## config.mk

```make
export PLATFORM = sky130hd
export DESIGN_NAME = mean_ctrl
export DESIGN_NICKNAME = d
export VERILOG_FILES = /design/src/rtl/mean_ctrl.sv
export SDC_FILE = /design/constraint.sdc
export NUM_CORES = 1
export LEC_CHECK = 0
export CORE_MARGIN = 2
export CORE_UTILIZATION = 40
export DETAILED_ROUTE_END_ITERATION = 7
export SYNTH_ARGS = -nofsm -noshare
export SYNTH_HDL_FRONTEND = slang
export SYNTH_SLANG_ARGS = --single-unit
```

## constraint.sdc

```tcl
create_clock -name clk -period 8.9 [get_ports clk]
set_clock_uncertainty 0.15 [all_clocks]
set_input_delay 1.78 -clock clk [delete_from_list [all_inputs] [get_ports clk]]
set_output_delay 1.78 -clock clk [all_outputs]
set_load 0.01 [all_outputs]
```

## src/rtl/mean_ctrl.sv

```systemverilog
// mean_ctrl: integer mean of 1..12 unsigned 8-bit samples.
// Samples are summed into a 12-bit accumulator. The sum is then multiplied
// by a reciprocal key (about 256/n) with an 8-step serial shift-add multiplier.
// Bits [15:8] of the product are the mean.
// Optional macro MEAN_ROUND_EN: add 128 before taking the result (round-half-up).
// Without it the result is truncated.

// Reciprocal-key table: key = floor(256/n), except n=1, which saturates to 255.
// Because every key is at most 256/n, sum*key is at most 255*256.
// Unused indices return 0.
module mean_lut (
   input  logic [3:0] idx,
   output logic [7:0] key
);
   // combinational table lookup
   always_comb begin
      key = 8'd0;
      case (idx)
         4'd1:    key = 8'd255;
         4'd2:    key = 8'd128;
         4'd3:    key = 8'd85;
         4'd4:    key = 8'd64;
         4'd5:    key = 8'd51;
         4'd6:    key = 8'd42;
         4'd7:    key = 8'd36;
         4'd8:    key = 8'd32;
         4'd9:    key = 8'd28;
         4'd10:   key = 8'd25;
         4'd11:   key = 8'd23;
         4'd12:   key = 8'd21;
         default: key = 8'd0;
      endcase
   end
endmodule

module mean_ctrl (
   input  logic       clk,
   input  logic       rst,
   input  logic       start,
   input  logic [3:0] n,
   input  logic       in_valid,
   input  logic [7:0] in_data,
   output logic       in_ready,
   output logic       out_valid,
   output logic [7:0] out_data,
   input  logic       out_ready,
   output logic       busy,
   output logic       err
);
   typedef enum logic [1:0] {IDLE, ACCUM, MULT, OUT} state_t;

   state_t      state;
   logic [3:0]  n_r;
   logic [3:0]  cnt;
   logic [3:0]  step;     // 0..7 = multiply steps; 8 = take the result
   logic [11:0] sum;
   logic [19:0] prod;
   logic [7:0]  key;
   logic [19:0] pp;
   logic [19:0] prod_fin;
   logic        n_legal;
   logic        prod_unused;

   mean_lut u_lut (
      .idx (n_r),
      .key (key)
   );

   assign n_legal = (n != 4'd0) && (n <= 4'd12);
   assign pp      = {8'd0, sum} << step[2:0];

`ifdef MEAN_ROUND_EN
   assign prod_fin = prod + 20'd128;
`else
   assign prod_fin = prod;
`endif

   // The upper product bits are zero for every legal n, and the fraction bits are discarded.
   assign prod_unused = ^{prod_fin[19:16], prod_fin[7:0]};

   // Sequencer: IDLE -> ACCUM -> MULT -> OUT. All outputs are registered.
   always_ff @(posedge clk) begin
      if (rst) begin
         state     <= IDLE;
         n_r       <= 4'd0;
         cnt       <= 4'd0;
         step      <= 4'd0;
         sum       <= 12'd0;
         prod      <= 20'd0;
         in_ready  <= 1'b0;
         out_valid <= 1'b0;
         out_data  <= 8'd0;
         busy      <= 1'b0;
         err       <= 1'b0;
      end else begin
         err <= 1'b0;
         case (state)
            IDLE: begin
               if (start) begin
                  if (n_legal) begin
                     n_r      <= n;
                     sum      <= 12'd0;
                     cnt      <= 4'd0;
                     in_ready <= 1'b1;
                     busy     <= 1'b1;
                     state    <= ACCUM;
                  end else begin
                     err <= 1'b1;
                  end
               end
            end
            ACCUM: begin
               if (in_valid) begin
                  sum <= sum + {4'd0, in_data};
                  cnt <= cnt + 4'd1;
                  if (cnt + 4'd1 == n_r) begin
                     in_ready <= 1'b0;
                     prod     <= 20'd0;
                     step     <= 4'd0;
                     state    <= MULT;
                  end
               end
            end
            MULT: begin
               if (!step[3]) begin
                  if (key[step[2:0]])
                     prod <= prod + pp;
                  step <= step + 4'd1;
               end else begin
                  out_data  <= prod_fin[15:8];
                  out_valid <= 1'b1;
                  state     <= OUT;
               end
            end
            OUT: begin
               if (out_ready) begin
                  out_valid <= 1'b0;
                  busy      <= 1'b0;
                  state     <= IDLE;
               end
            end
            default: state <= IDLE;
         endcase
      end
   end
endmodule

```

; Word-level counts from Yosys, hierarchy flattened
; Memory sizes are Yosys's and may differ from the RTL's. A register that Yosys moved wholly into a read port is not among the register bits.
; Cells that the tools add are included.
[totals]
reg_bits = 58
rom_bits = 128
in_bits = 17
output_inout_bits = 12
elab_cells = 90
mem_count = 1
[mem_list]
columns = memory, depth, word_bits, read_ports, rd_clocked_by_memory_dff, write_ports, line_no
row1 = (name not given), 16, 8, 1, 1, 0, 18  ; case (idx)
[op_classes]
add_sub_neg = 4
n_lt_le_gt_ge = 2
eq_ne = 12
shift = 1
muxes = 38
bitwise_logic = 2
reduce_logical = 18
[ops]
columns = operator, n
row1 = $mux W20, 4
row2 = $pmux W20 S2, 1
row3 = $mux W12, 3
row4 = $mux W4, 8
row5 = $pmux W12 S2, 1
row6 = $add A20 B20 Y20, 1
row7 = $shl A12 B3 Y20, 1
row8 = $ne A2 B2 Y1 const B, 8
row9 = $pmux W4 S2, 2
row10 = $add A12 B8 Y12, 1
row11 = $mux W2, 6
row12 = $reduce_and A4 Y1, 3
row13 = $reduce_and A5 Y1, 2
row14 = $reduce_and A3 Y1, 3
row15 = $add A4 B1 Y4 const B, 2
row16 = $mux W1, 8
row17 = $pmux W2 S4, 1
row18 = $reduce_bool A2 Y1, 4
row19 = $pmux W1 S2, 3
row20 = $reduce_and A6 Y1, 1
row21 = $eq A2 B2 Y1 const B, 2
row22 = $eq A4 B4 Y1, 1
row23 = $le A4 B4 Y1 const B, 1
row24 = $lt A3 B4 Y1 const B, 1
row25 = other kinds (8), 9

; Logic depth before layout (Yosys ltp)
; Gate-level depths: netlist (run 1).
[logic_depth]
word_depth = 5
depth_mapped = 13
depth_no_buf = 12

; Hierarchy
; Synthesis (run 1) repeated with hierarchy kept, for this count alone.
[hier_totals]
hier_cells = 486
area_unflattened_um2 = 4068.9
[by_module_without_submodules]
columns = module, n_inst, cells_per_inst, area_each_um2
row1 = mean_ctrl, 1, 460, 3821.2
row2 = mean_lut, 1, 26, 247.7

; Worst setup path after synthesis (run 1)
; Ideal clock, no wire load.
[synth_path]
path_type = input -> register
startpoint = input n[0]
endpoint = register u_lut.key[0] (netlist name)
arrival_ns = 3.745
required_time_ns = 8.616
path_slack_ns = 4.871
cell_stages = 8
path_buffers = 1
cell_sequence = o211a_1 -> or3_1 -> buf_6 -> mux2i_1 -> nor2_1 -> inv_1 -> ha_1 -> mux4_2
[synth_via]
elab_chain_len = 5
[synth_rtl]
columns = item, line_no
row1 = from (decl), 40  ; input logic [3:0] n,
row2 = $le A4 B4 Y1 / $reduce_bool A4 Y1 (equally long branches), 69  ; assign n_legal = (n != 4'd0) && (n <= 4'd12);
row3 = $logic_and A1 B1 Y1, 69
row4 = $reduce_and A3 Y1 (no source line), n/a
row5 = $mux W4 (no source line) * (2 in series), n/a
; Every way passes the cells marked *; elsewhere a longest branch is shown, timed or not.
; A chain may end at the register's enable or synchronous reset.

; Worst setup path in the final report (run 1)
[layout_path]
startpoint = input n[0]
endpoint = register u_lut.key[0] (netlist name)
[layout_via]
elab_chain_len = 5
[layout_rtl]
columns = item, line_no
row1 = $le A4 B4 Y1 / $reduce_bool A4 Y1 (equally long branches), 69
row2 = $logic_and A1 B1 Y1, 69
row3 = $reduce_and A3 Y1 (no source line), n/a
row4 = $mux W4 (no source line) * (2 in series), n/a
; Marked as above.

==> impl_results.md, run 1 <==
- Final worst slack: about 4.5 ns
- Status: finished clean
- Post-route cell area: approximately 0.0048 sq mm
- Total wire length: 9840 um
- Clock sink total: 62
- Sequential power share: approximately 34%
- CTS clock-pin slew for the worst setup and hold paths: approximately 0.070 ns
- Synth warn: 0
- Commonest cells in the netlist: nand2_1 (65), dfxtp_1 (62), a21oi_1 (55)
- Critical Path Source Type: input port
- Initial DRT Pass Iterations: 4
- Setup TNS: 0 ns
- Largest net degree at the start of global routing: 62
- Post_cts resized: 0
- Leakage power: 1.84 nW
- DR iter-0 viols: between 150 and 200
- Pwr Total: between 0.9 and 1 mW
- Vias post-DR: about 3800
- Vias per cell: ~5.5
- WS Path Type: in2reg
- GRT Residual Overflow: 0
- Critical path capture point type: flip-flop
- Slew @ Worst Pin: roughly 0.84 ns
- Die Width: 107 um
- Avg Inst Size Synth: a little over 8 sq um
- Core box area: roughly 0.010 sq mm
- Num ports: 29
- Sw Pwr: approximately 0.36 mW
- Layout cells sized above 1: under 10%
- Sequential fraction of the synthesis area: between 20 and 30%
- Starting density of the core: about two fifths
- CTS tree: done
- Tcrit/Tclk final: about half
- Minimum clock period: between 4 and 5 ns
- PD cells: between 150 and 200 mW/mm^2
- EDFF count, synth: 0
- Post-CTS Setup Inserts: 0
- Worst Path Arrival: 4.45 ns
- First-pass GRT wire length: between 15000 and 20000 um
- DIE HEIGHT: 107 um
- Routability Congestion: roughly 0.80
- Post-Synthesis Cells: roughly 530
- Post-DRT Antenna Nets: 0
- Fin Hold WS: between 0.3 and 0.4 ns
- Synth Flop Type: dfxtp_1
- Count of different cell masters after synthesis: 58
- Root buffer selected by CTS: clkbuf_8
- Top-area cell type share of the netlist area: a little under 30%
- Final Setup Violations: 0
- Htree depth: 3
- Synth Register Bits: 62
- Cell with the most instances after synthesis: nand2_1
- Slew HR: between 40% and 50%
- Drt drc: 0
- MaxCap Viol Count: 0
- Nets: 597
- Wire per inst: 14.4 um
- Top post-synthesis cells by area: dfxtp_1 (29%), ha_1 (9.9%), a21oi_1 (6.4%)
- CTS Buffer Depth: 2
- TritonCTS buffer count: 9
- Synthesized cell area: 0.00428 sq mm
- Comb power frac: roughly two fifths
- Cell Area, Placed: about 0.0046 sq mm
- # diodes: 0
- Area growth, synth to finish: 13.0%
- R2R setup slack: just over 5 ns
- Row count: 37
- Crit Path Max Fanout: 8
- Peak supply drop: roughly 0.13 mV
- Switching part of the total: 38.3%
- Crit path required time: roughly 9 ns
- CTS Hold Bufs: 0
- Initial antenna violation count: 0
- Fmax: 228 MHz
- Port-buffer cells: 28
- Asr flop ratio synth: 0%
- Vias in the first global route: between 3000 and 4000
- Final Max Slew Viols: 0
- Area leader, netlist: dfxtp_1
- Pint: 0.584 mW
- Min-delay worst type: reg2reg
- Syn_nets: 581
- Die ar.: 0.0115 sq mm
- Worst slack at placement: 4.17 ns
- Final hold vios: 0
- DP HPWL: between 7000 and 8000 um
- GRT Overall Usage: between 10% and 20%
- Clock latency on the worst-skew pair: between 0.3 and 0.4 ns
- Setup repair after global routing missed its margin: no
- Clock network fraction of design power: 27.2%
[worst paths after layout]
path | start | endpoint | depth (start not counted)
max reg2reg | step[1] | prod[15] | 9
max | n[0] | u_lut.key[0] | 8
min reg2reg | out_data[3] | out_data[3] | 2
min | out_data[3] | out_data[3] | 2
[cells by family after synthesis]
| logic type | count (synthesis) | share of synthesized area [%] |
|---|---|---|
| buffers and inverters | 46 | 4.45 |
| AO/OA/AOI/OAI | 138 | 20.0 |
| AND/OR/NAND/NOR | 190 | 21.4 |
| adder cells (fa/ha/maj) | 36 | 10.9 |
| flip-flops | 62 | 29.0 |
| XOR/XNOR | 20 | 4.42 |
| multiplexers | 36 | 9.89 |
[state kept, by name, summed over array words and instances, names as in the netlist]
signal and flops:
state 2, out_valid 1, step 4, out_data 8, cnt 4, n_r 4
in_ready 1, err 1, sum 12, busy 1, u_lut.key 8, prod 16
[worst max-delay path, stage by stage]
cell,delay [ns]
clkdlybuf4s50_1,0.44
nor4_1,0.44
or3_1,0.35
mux2i_1,0.14
nor2_1,0.38
inv_1,0.15
ha_1,0.28
mux4_2,0.48
[stage by stage]
stage / utilization [%] / cells
2_1_floorplan: - / 528
3_3_place_gp: 44.7 / 669
3_5_place_dp: 44.7 / 669
4_1_cts: 46.6 / 685
5_1_grt: 46.6 / 685
6_report: 46.6 / 685
[power groups by stage]
stage | Sequential (mW) | Combinational (mW) | Clock (mW)
floorplan | 0.328 | 0.284 | 0
global placement | 0.331 | 0.360 | 0
detailed placement | 0.332 | 0.364 | 0
CTS | 0.325 | 0.366 | 0.261
global route | 0.329 | 0.409 | 0.276
finish | 0.325 | 0.363 | 0.257
[cell type report]
| type | count | area [sq um] |
|---|---|---|
| clock inverter | 3 | 42.5 |
| fill | 1067 | 5540 |
| multi-input combinational | 420 | 2850 |
| clock buffer | 13 | 159 |
| tap | 136 | 170 |
| timing repair buffer | 31 | 298 |
| sequential | 62 | 1240 |
| inverter | 20 | 75.1 |
[per-layer routing]
metal	vias to the layer above	global-route usage (%)	share of wire [%]
met2	58	30.2	47
met4	0	5.95	2.0
met5	-	0	0
met3	21	3.69	3.5
li1	1930	-	-
met1	1772	23.9	48
[cell usage in the layout, fill, tap and decap left out, types with 19 or more instances in the layout]
cell / n
a21oi_1: 55
dfxtp_1: 62
o21ai_0: 25
inv_1: 19
nand3_1: 26
mux2i_1: 22
clkdlybuf4s50_1: 27
ha_1: 34
nor2_1: 39
nand2_1: 65
Power figures use the tool's default switching activity.
==> run 2, diff against run 1 <==
==> constraint.sdc (replaced) <==
create_clock -name clk -period 4.1 [get_ports clk]
set_clock_uncertainty 0.15 [all_clocks]
set_input_delay 0.82 -clock clk [delete_from_list [all_inputs] [get_ports clk]]
set_output_delay 0.82 -clock clk [all_outputs]
set_load 0.01 [all_outputs]
==> impl_results.md, run 2 (same netlist as run 1, synthesis figures left out) <==
- Status: finished clean (unchanged)
- Switching part of the total: 38.4% (was 38.3%)
- Initial antenna violation count: 0 (unchanged)
- Wire per inst: 14.6 um (was 14.4 um)
- Row count: 37 (unchanged)
- Most frequent cells in the layout: nand2_1 (65), dfxtp_1 (62), a21oi_1 (55) (unchanged)
- CTS tree: done (unchanged)
- Tcrit/Tclk final: approximately 87%
- First-pass GRT wire length: 17100 um (was 16900 um)
- Routability Congestion: 0.793 (was 0.802)
- Leakage power: 1.85 nW (was 1.84 nW)
- Vias per cell: 5.47 (was 5.52)
- GRT Overall Usage: 18.5% (was 18.3%)
- Crit-path max cell delay: 0.68 ns (was 0.48 ns)
- Starting density of the core: 41.3% (unchanged)
- Fmax: 279 MHz
- Total wire length: 10000 um (was 9840 um)
- Critical path capture point type: flip-flop (unchanged)
- Vias in the first global route: 3671 (was 3596)
- Largest net degree at the start of global routing: 35 (was 62)
- Post-route cell area: 0.00485 sq mm (was 0.00483 sq mm)
- Cell Area, Placed: 0.00465 sq mm (was 0.00463 sq mm)
- Clock sink total: 62 (unchanged)
- Clock latency on the worst-skew pair: 0.35 ns (about the same)
- WS Path Type: reg2reg (was in2reg)
- Pint: 1.28 mW (was 0.584 mW)
- CTS Buffer Depth: 2 (unchanged)
- Buf/Inv on CP: 0 (was 2)
- Peak supply drop: 0.294 mV (was 0.126 mV)
- Max FFs per register: 16 (unchanged)
- Root buffer selected by CTS: clkbuf_8 (unchanged)
- Biggest register: prod (unchanged)
- Drt drc: 0 (unchanged)
- Post-DRT Antenna Nets: 0 (unchanged)
- Layout cells sized above 1: 7.25% (was 6.74%)
- Sw Pwr: 0.796 mW (was 0.362 mW)
- Cell Chain, Critical Path: mux2_2 > mux4_2 > ha_1 > a21oi_1 > o21ai_0 > a41oi_1 > o31ai_1 > or4b_1 > nand4_1 (was clkdlybuf4s50_1 > nor4_1 > or3_1 > mux2i_1 > nor2_1 > inv_1 > ha_1 > mux4_2)
- TritonCTS buffer count: 9 (unchanged)
- DP HPWL: 7340 um (was 7140 um)
- Cell family with most CP delay: multiplexers (was simple AND/OR/NAND/NOR gates)
- Slew @ Worst Pin: 0.653 ns (was 0.840 ns)
- CTS clock-pin slew for the worst setup and hold paths: 0.07 ns (about the same)
- Setup repair after global routing missed its margin: no (unchanged)
- R2R setup slack: 0.52 ns (was 5.13 ns)
- # diodes: 0 (unchanged)
- Crit path required time: 4.25 ns (was 8.97 ns)
- Final Setup Violations: 0 (unchanged)
- Nets: 600 (was 597)
- Min-delay worst type: reg2reg (unchanged)
- Area growth, synth to finish: 13.5% (was 13.0%)
- CTS Hold Bufs: 0 (unchanged)
- Post-CTS Setup Inserts: 0 (unchanged)
- Comb power frac: 38.9% (was 38.4%)
- Crit Path Max Fanout: 15 (was 8)
- Initial DRT Pass Iterations: 4 (unchanged)
- Slowest-stage cell, CP: dfxtp_1 (was mux4_2)
- Die ar.: 0.0115 sq mm (unchanged)
- MaxCap Viol Count: 0 (unchanged)
- Final Max Slew Viols: 0 (unchanged)
- Critical Path Source Type: flip-flop (was input port)
- Slew HR: 56.1% (was 43.9%)
- Largest regs: prod (16), sum (12) (unchanged)
- Sequential power share: 34.1% (was 34.4%)
- Clock network fraction of design power: 26.9% (was 27.2%)
- Num ports: 29 (unchanged)
- Core box area: 0.0104 sq mm (unchanged)
- Die Width: 107 um (unchanged)
- Port-buffer cells: 28 (unchanged)
- Post_cts resized: 0 (unchanged)
- Commonest non-fill, non-tap cell in the layout: nand2_1 (unchanged)
- Vias post-DR: 3764 (was 3781)
- Worst Path Arrival: 3.73 ns (was 4.45 ns)
- Final hold vios: 0 (unchanged)
- GRT Residual Overflow: 0 (unchanged)
- Htree depth: 3 (unchanged)
- PD cells: 427 mW/mm^2 (was 196 mW/mm^2)
- Setup TNS: 0 ns (unchanged)
- Minimum clock period: approximately 3.6 ns
- DR iter-0 viols: 125 (was 164)
- DIE HEIGHT: 107 um (unchanged)
-- run 2: worst register-to-register path, stage by stage, from the launching register on --
cell and delay (ns):
dfxtp_1 0.68, mux2_2 0.43, mux4_2 0.50, ha_1 0.40, a21oi_1 0.21, o21ai_0 0.15
a41oi_1 0.23, o31ai_1 0.15, or4b_1 0.52, nand4_1 0.10
-- run 2: routing by layer --
layer	GRT usage (%)	wire length (um)	up-vias
met5	0	0	-
met4	6.68	189	0
met3	4.06	286	14
met2	30.7	4670	58
met1	23.5	4890	1749
li1	-	-	1943
-- run 2: area by class of cell --
cell class                 instances  area (sq um)
fill                            1047          5520
timing repair buffer              34           320
inverter                          20          75.1
tap                              136           170
multi-input combinational        420          2850
clock inverter                     3          42.5
sequential                        62          1240
clock buffer                      13           159
-- run 2: power groups by stage --
stage | Clock (mW) | Combinational (mW) | Sequential [mW]
after CTS | 0.574 | 0.810 | 0.707
after global placement | 0 | 0.793 | 0.721
after global routing | 0.600 | 0.896 | 0.714
after floorplan | 0 | 0.615 | 0.712
final | 0.558 | 0.807 | 0.708
after detailed placement | 0 | 0.806 | 0.721
-- run 2: final timing paths --
kind	start	endpoint	depth (start not counted)
setup / recovery	step[1]	prod[15]	9
hold reg to reg	out_data[2]	out_data[2]	2
hold / removal	out_data[2]	out_data[2]	2
setup reg to reg	step[1]	prod[15]	9
-- run 2: metrics by stage --
stage / power, mW / std cells / setup slack, ns / hold WS, ns / util (%)
finish: 2.07 / 688 / 0.521 / 0.305 / 46.8
global route: 2.21 / 688 / 0.297 / 0.330 / 46.8
CTS: 2.09 / 688 / 0.543 / 0.309 / 46.8
detailed placement: 1.53 / 672 / 0.310 / 0.300 / 44.9
global placement: 1.51 / 672 / 0.444 / 0.293 / 44.9
floorplan: 1.33 / 528 / 0.694 / 0.286 / -
==> run 3, diff against run 2 <==
--- a/config.mk
+++ b/config.mk
@@ -8,6 +8,7 @@
 export CORE_MARGIN = 2
 export CORE_UTILIZATION = 40
 export DETAILED_ROUTE_END_ITERATION = 7
+export REMOVE_ABC_BUFFERS = 1
 export SYNTH_ARGS = -nofsm -noshare
 export SYNTH_HDL_FRONTEND = slang
 export SYNTH_SLANG_ARGS = --single-unit
==> constraint.sdc (replaced) <==
create_clock -name clk -period 4.6 [get_ports clk]
set_clock_uncertainty 0.15 [all_clocks]
set_input_delay 0.92 -clock clk [delete_from_list [all_inputs] [get_ports clk]]
set_output_delay 0.92 -clock clk [all_outputs]
set_load 0.01 [all_outputs]
==> impl_results.md, run 3 (same netlist as run 1, synthesis figures left out) <==
- Status: finished clean (unchanged)
- Min-delay worst type: reg2reg (unchanged)
- Largest net degree at the start of global routing: 37 (was 35)
- Post-route cell area: 0.00484 sq mm (was 0.00485 sq mm)
- Row count: 37 (unchanged)
- PD cells: 374 mW/mm^2 (was 427 mW/mm^2)
- Sw Pwr: 0.710 mW (was 0.796 mW)
- TritonCTS buffer count: 9 (unchanged)
- Clock network fraction of design power: 26.5% (was 26.9%)
- Final Setup Violations: 0 (unchanged)
- Fmax: 279 MHz (about the same)
- # diodes: 0 (unchanged)
- Switching part of the total: 39.2% (was 38.4%)
- Placed instance count: 671 (was 672)
- Layout Cells excl Fill: 687 (was 688)
- Peak supply drop: 0.308 mV (was 0.294 mV)
- Setup TNS: 0 ns (unchanged)
- Max FFs per register: 16 (unchanged)
- GRT Overall Usage: 18.0% (was 18.5%)
- Num ports: 29 (unchanged)
- Pwr Total: 1.81 mW (was 2.07 mW)
- Initial antenna violation count: 0 (unchanged)
- Wire per inst: 14.3 um (was 14.6 um)
- Slew @ Worst Pin: 0.634 ns (was 0.653 ns)
- Area growth, synth to finish: 13.2% (was 13.5%)
- Clock latency on the worst-skew pair: 0.34 ns (was 0.35 ns)
- Setup repair after global routing missed its margin: no (unchanged)
- Leakage power: 1.84 nW (was 1.85 nW)
- Largest regs: prod (16), sum (12) (unchanged)
- Die Width: 107 um (unchanged)
- Final hold vios: 0 (unchanged)
- Busiest grt layer: met2 (unchanged)
- Commonest non-fill, non-tap cell in the layout: nand2_1 (unchanged)
- Vias post-DR: 3729 (was 3764)
- WS Path Type: reg2reg (unchanged)
- DIE HEIGHT: 107 um (unchanged)
- DR iter-0 viols: 156 (was 125)
- Htree depth: 3 (unchanged)
- Critical Path Source Type: flip-flop (unchanged)
- Critical path capture point type: flip-flop (unchanged)
- Initial DRT Pass Iterations: 4 (unchanged)
- GRT Residual Overflow: 0 (unchanged)
- Comb power frac: 38.7% (was 38.9%)
- Sequential power share: 34.8% (was 34.1%)
- DP HPWL: 7230 um (was 7340 um)
- Die ar.: 0.0115 sq mm (unchanged)
- Nets: 599 (was 600)
- Pint: 1.10 mW (was 1.28 mW)
- Most frequent cells in the layout: nand2_1 (65), dfxtp_1 (62), a21oi_1 (55) (unchanged)
- Tcrit/Tclk final: 77.8% (was 87.3%)
- Routability Congestion: 0.828 (was 0.793)
- Biggest register: prod (unchanged)
- Vias in the first global route: 3697 (was 3671)
- First-pass GRT wire length: 16900 um (was 17100 um)
- Final Max Slew Viols: 0 (unchanged)
- Starting density of the core: 41.3% (unchanged)
- Drt drc: 0 (unchanged)
- Root buffer selected by CTS: clkbuf_8 (unchanged)
- Met2 Use GR: 31.5% (was 30.7%)
- Vias per cell: 5.43 (was 5.47)
- Core box area: 0.0104 sq mm (unchanged)
- Post-CTS Setup Inserts: 0 (unchanged)
- Clock sink total: 62 (unchanged)
- Post-DRT Antenna Nets: 0 (unchanged)
- Crit path required time: 4.73 ns (was 4.25 ns)
- CTS Hold Bufs: 0 (unchanged)
- CTS Buffer Depth: 2 (unchanged)
- Worst Path Arrival: 3.71 ns (was 3.73 ns)
- CTS tree: done (unchanged)
- Minimum clock period: 3.58 ns (about the same)
- CTS clock-pin slew for the worst setup and hold paths: 0.08 ns (was 0.07 ns)
- Total wire length: 9810 um (was 10000 um)
- Crit Path Max Fanout: 15 (unchanged)
- Post_cts resized: 0 (unchanged)
- MaxCap Viol Count: 0 (unchanged)
- Met1 Use GR: 22.5% (was 23.5%)
- Port-buffer cells: 28 (unchanged)
- Cell Area, Placed: 0.00465 sq mm (about the same)
- Layout cells sized above 1: 7.44% (was 7.25%)
- Slew HR: 57.6% (was 56.1%)
- GRT met3 Usage: 3.63% (was 4.06%)
run 3: cell count changes in the layout (fill, tap and decap cells not counted):
cell,before,now
clkbuf_1,2,0
clkbuf_8,11,9
buf_4,6,5
clkinv_2,1,2
clkinv_4,0,1
clkinvlp_4,1,2
inv_6,0,1
run 3: critical path, cell delays in order (launching register included):
cell,delay (ns)
dfxtp_1,0.69
mux2_2,0.43
mux4_2,0.50
ha_1,0.40
a21oi_1,0.21
o21ai_0,0.14
a41oi_1,0.24
o31ai_1,0.15
or4b_1,0.52
nand4_1,0.10
run 3: layout make-up:
cell class,instances,area (sq um)
clock inverter,7,72.6
tap,136,170
inverter,20,75.1
clock buffer,9,124
fill,1062,5530
timing repair buffer,33,313
multi-input combinational,420,2850
sequential,62,1240
run 3: metal layers:
metal  wire length, um  share of wire, %
met4               130               1.3
met2              4570                47
met1              4850                49
met3               258               2.6
met5                 0                 0
run 3: power groups by stage:
| stage | logic, mW | clock network [mW] | registers (mW) |
|---|---|---|---|
| after floorplan | 0.500 | 0 | 0.644 |
| after global routing | 0.786 | 0.525 | 0.636 |
| after CTS | 0.707 | 0.496 | 0.629 |
| final | 0.701 | 0.480 | 0.629 |
| after global placement | 0.696 | 0 | 0.641 |
| after detailed placement | 0.703 | 0 | 0.642 |
run 3: path summary, 6_finish.rpt:
| check | startpoint | to | slack, ns | cells past startpoint |
|---|---|---|---|---|
| max | step[1] | prod[15] | 1.02 | 9 |
| min | out_data[1] | out_data[1] | 0.31 | 2 |
| max reg2reg | step[1] | prod[15] | 1.02 | 9 |
| min reg2reg | out_data[1] | out_data[1] | 0.31 | 2 |
run 3: metrics by stage:
step	worst slack, ns	hold slack, ns	utilization [%]
2_1_floorplan	1.18	0.280	-
5_1_grt	0.754	0.329	46.7
3_5_place_dp	0.700	0.300	44.8
3_3_place_gp	0.820	0.294	44.8
4_1_cts	1.03	0.311	46.7
6_report	1.02	0.308	46.7
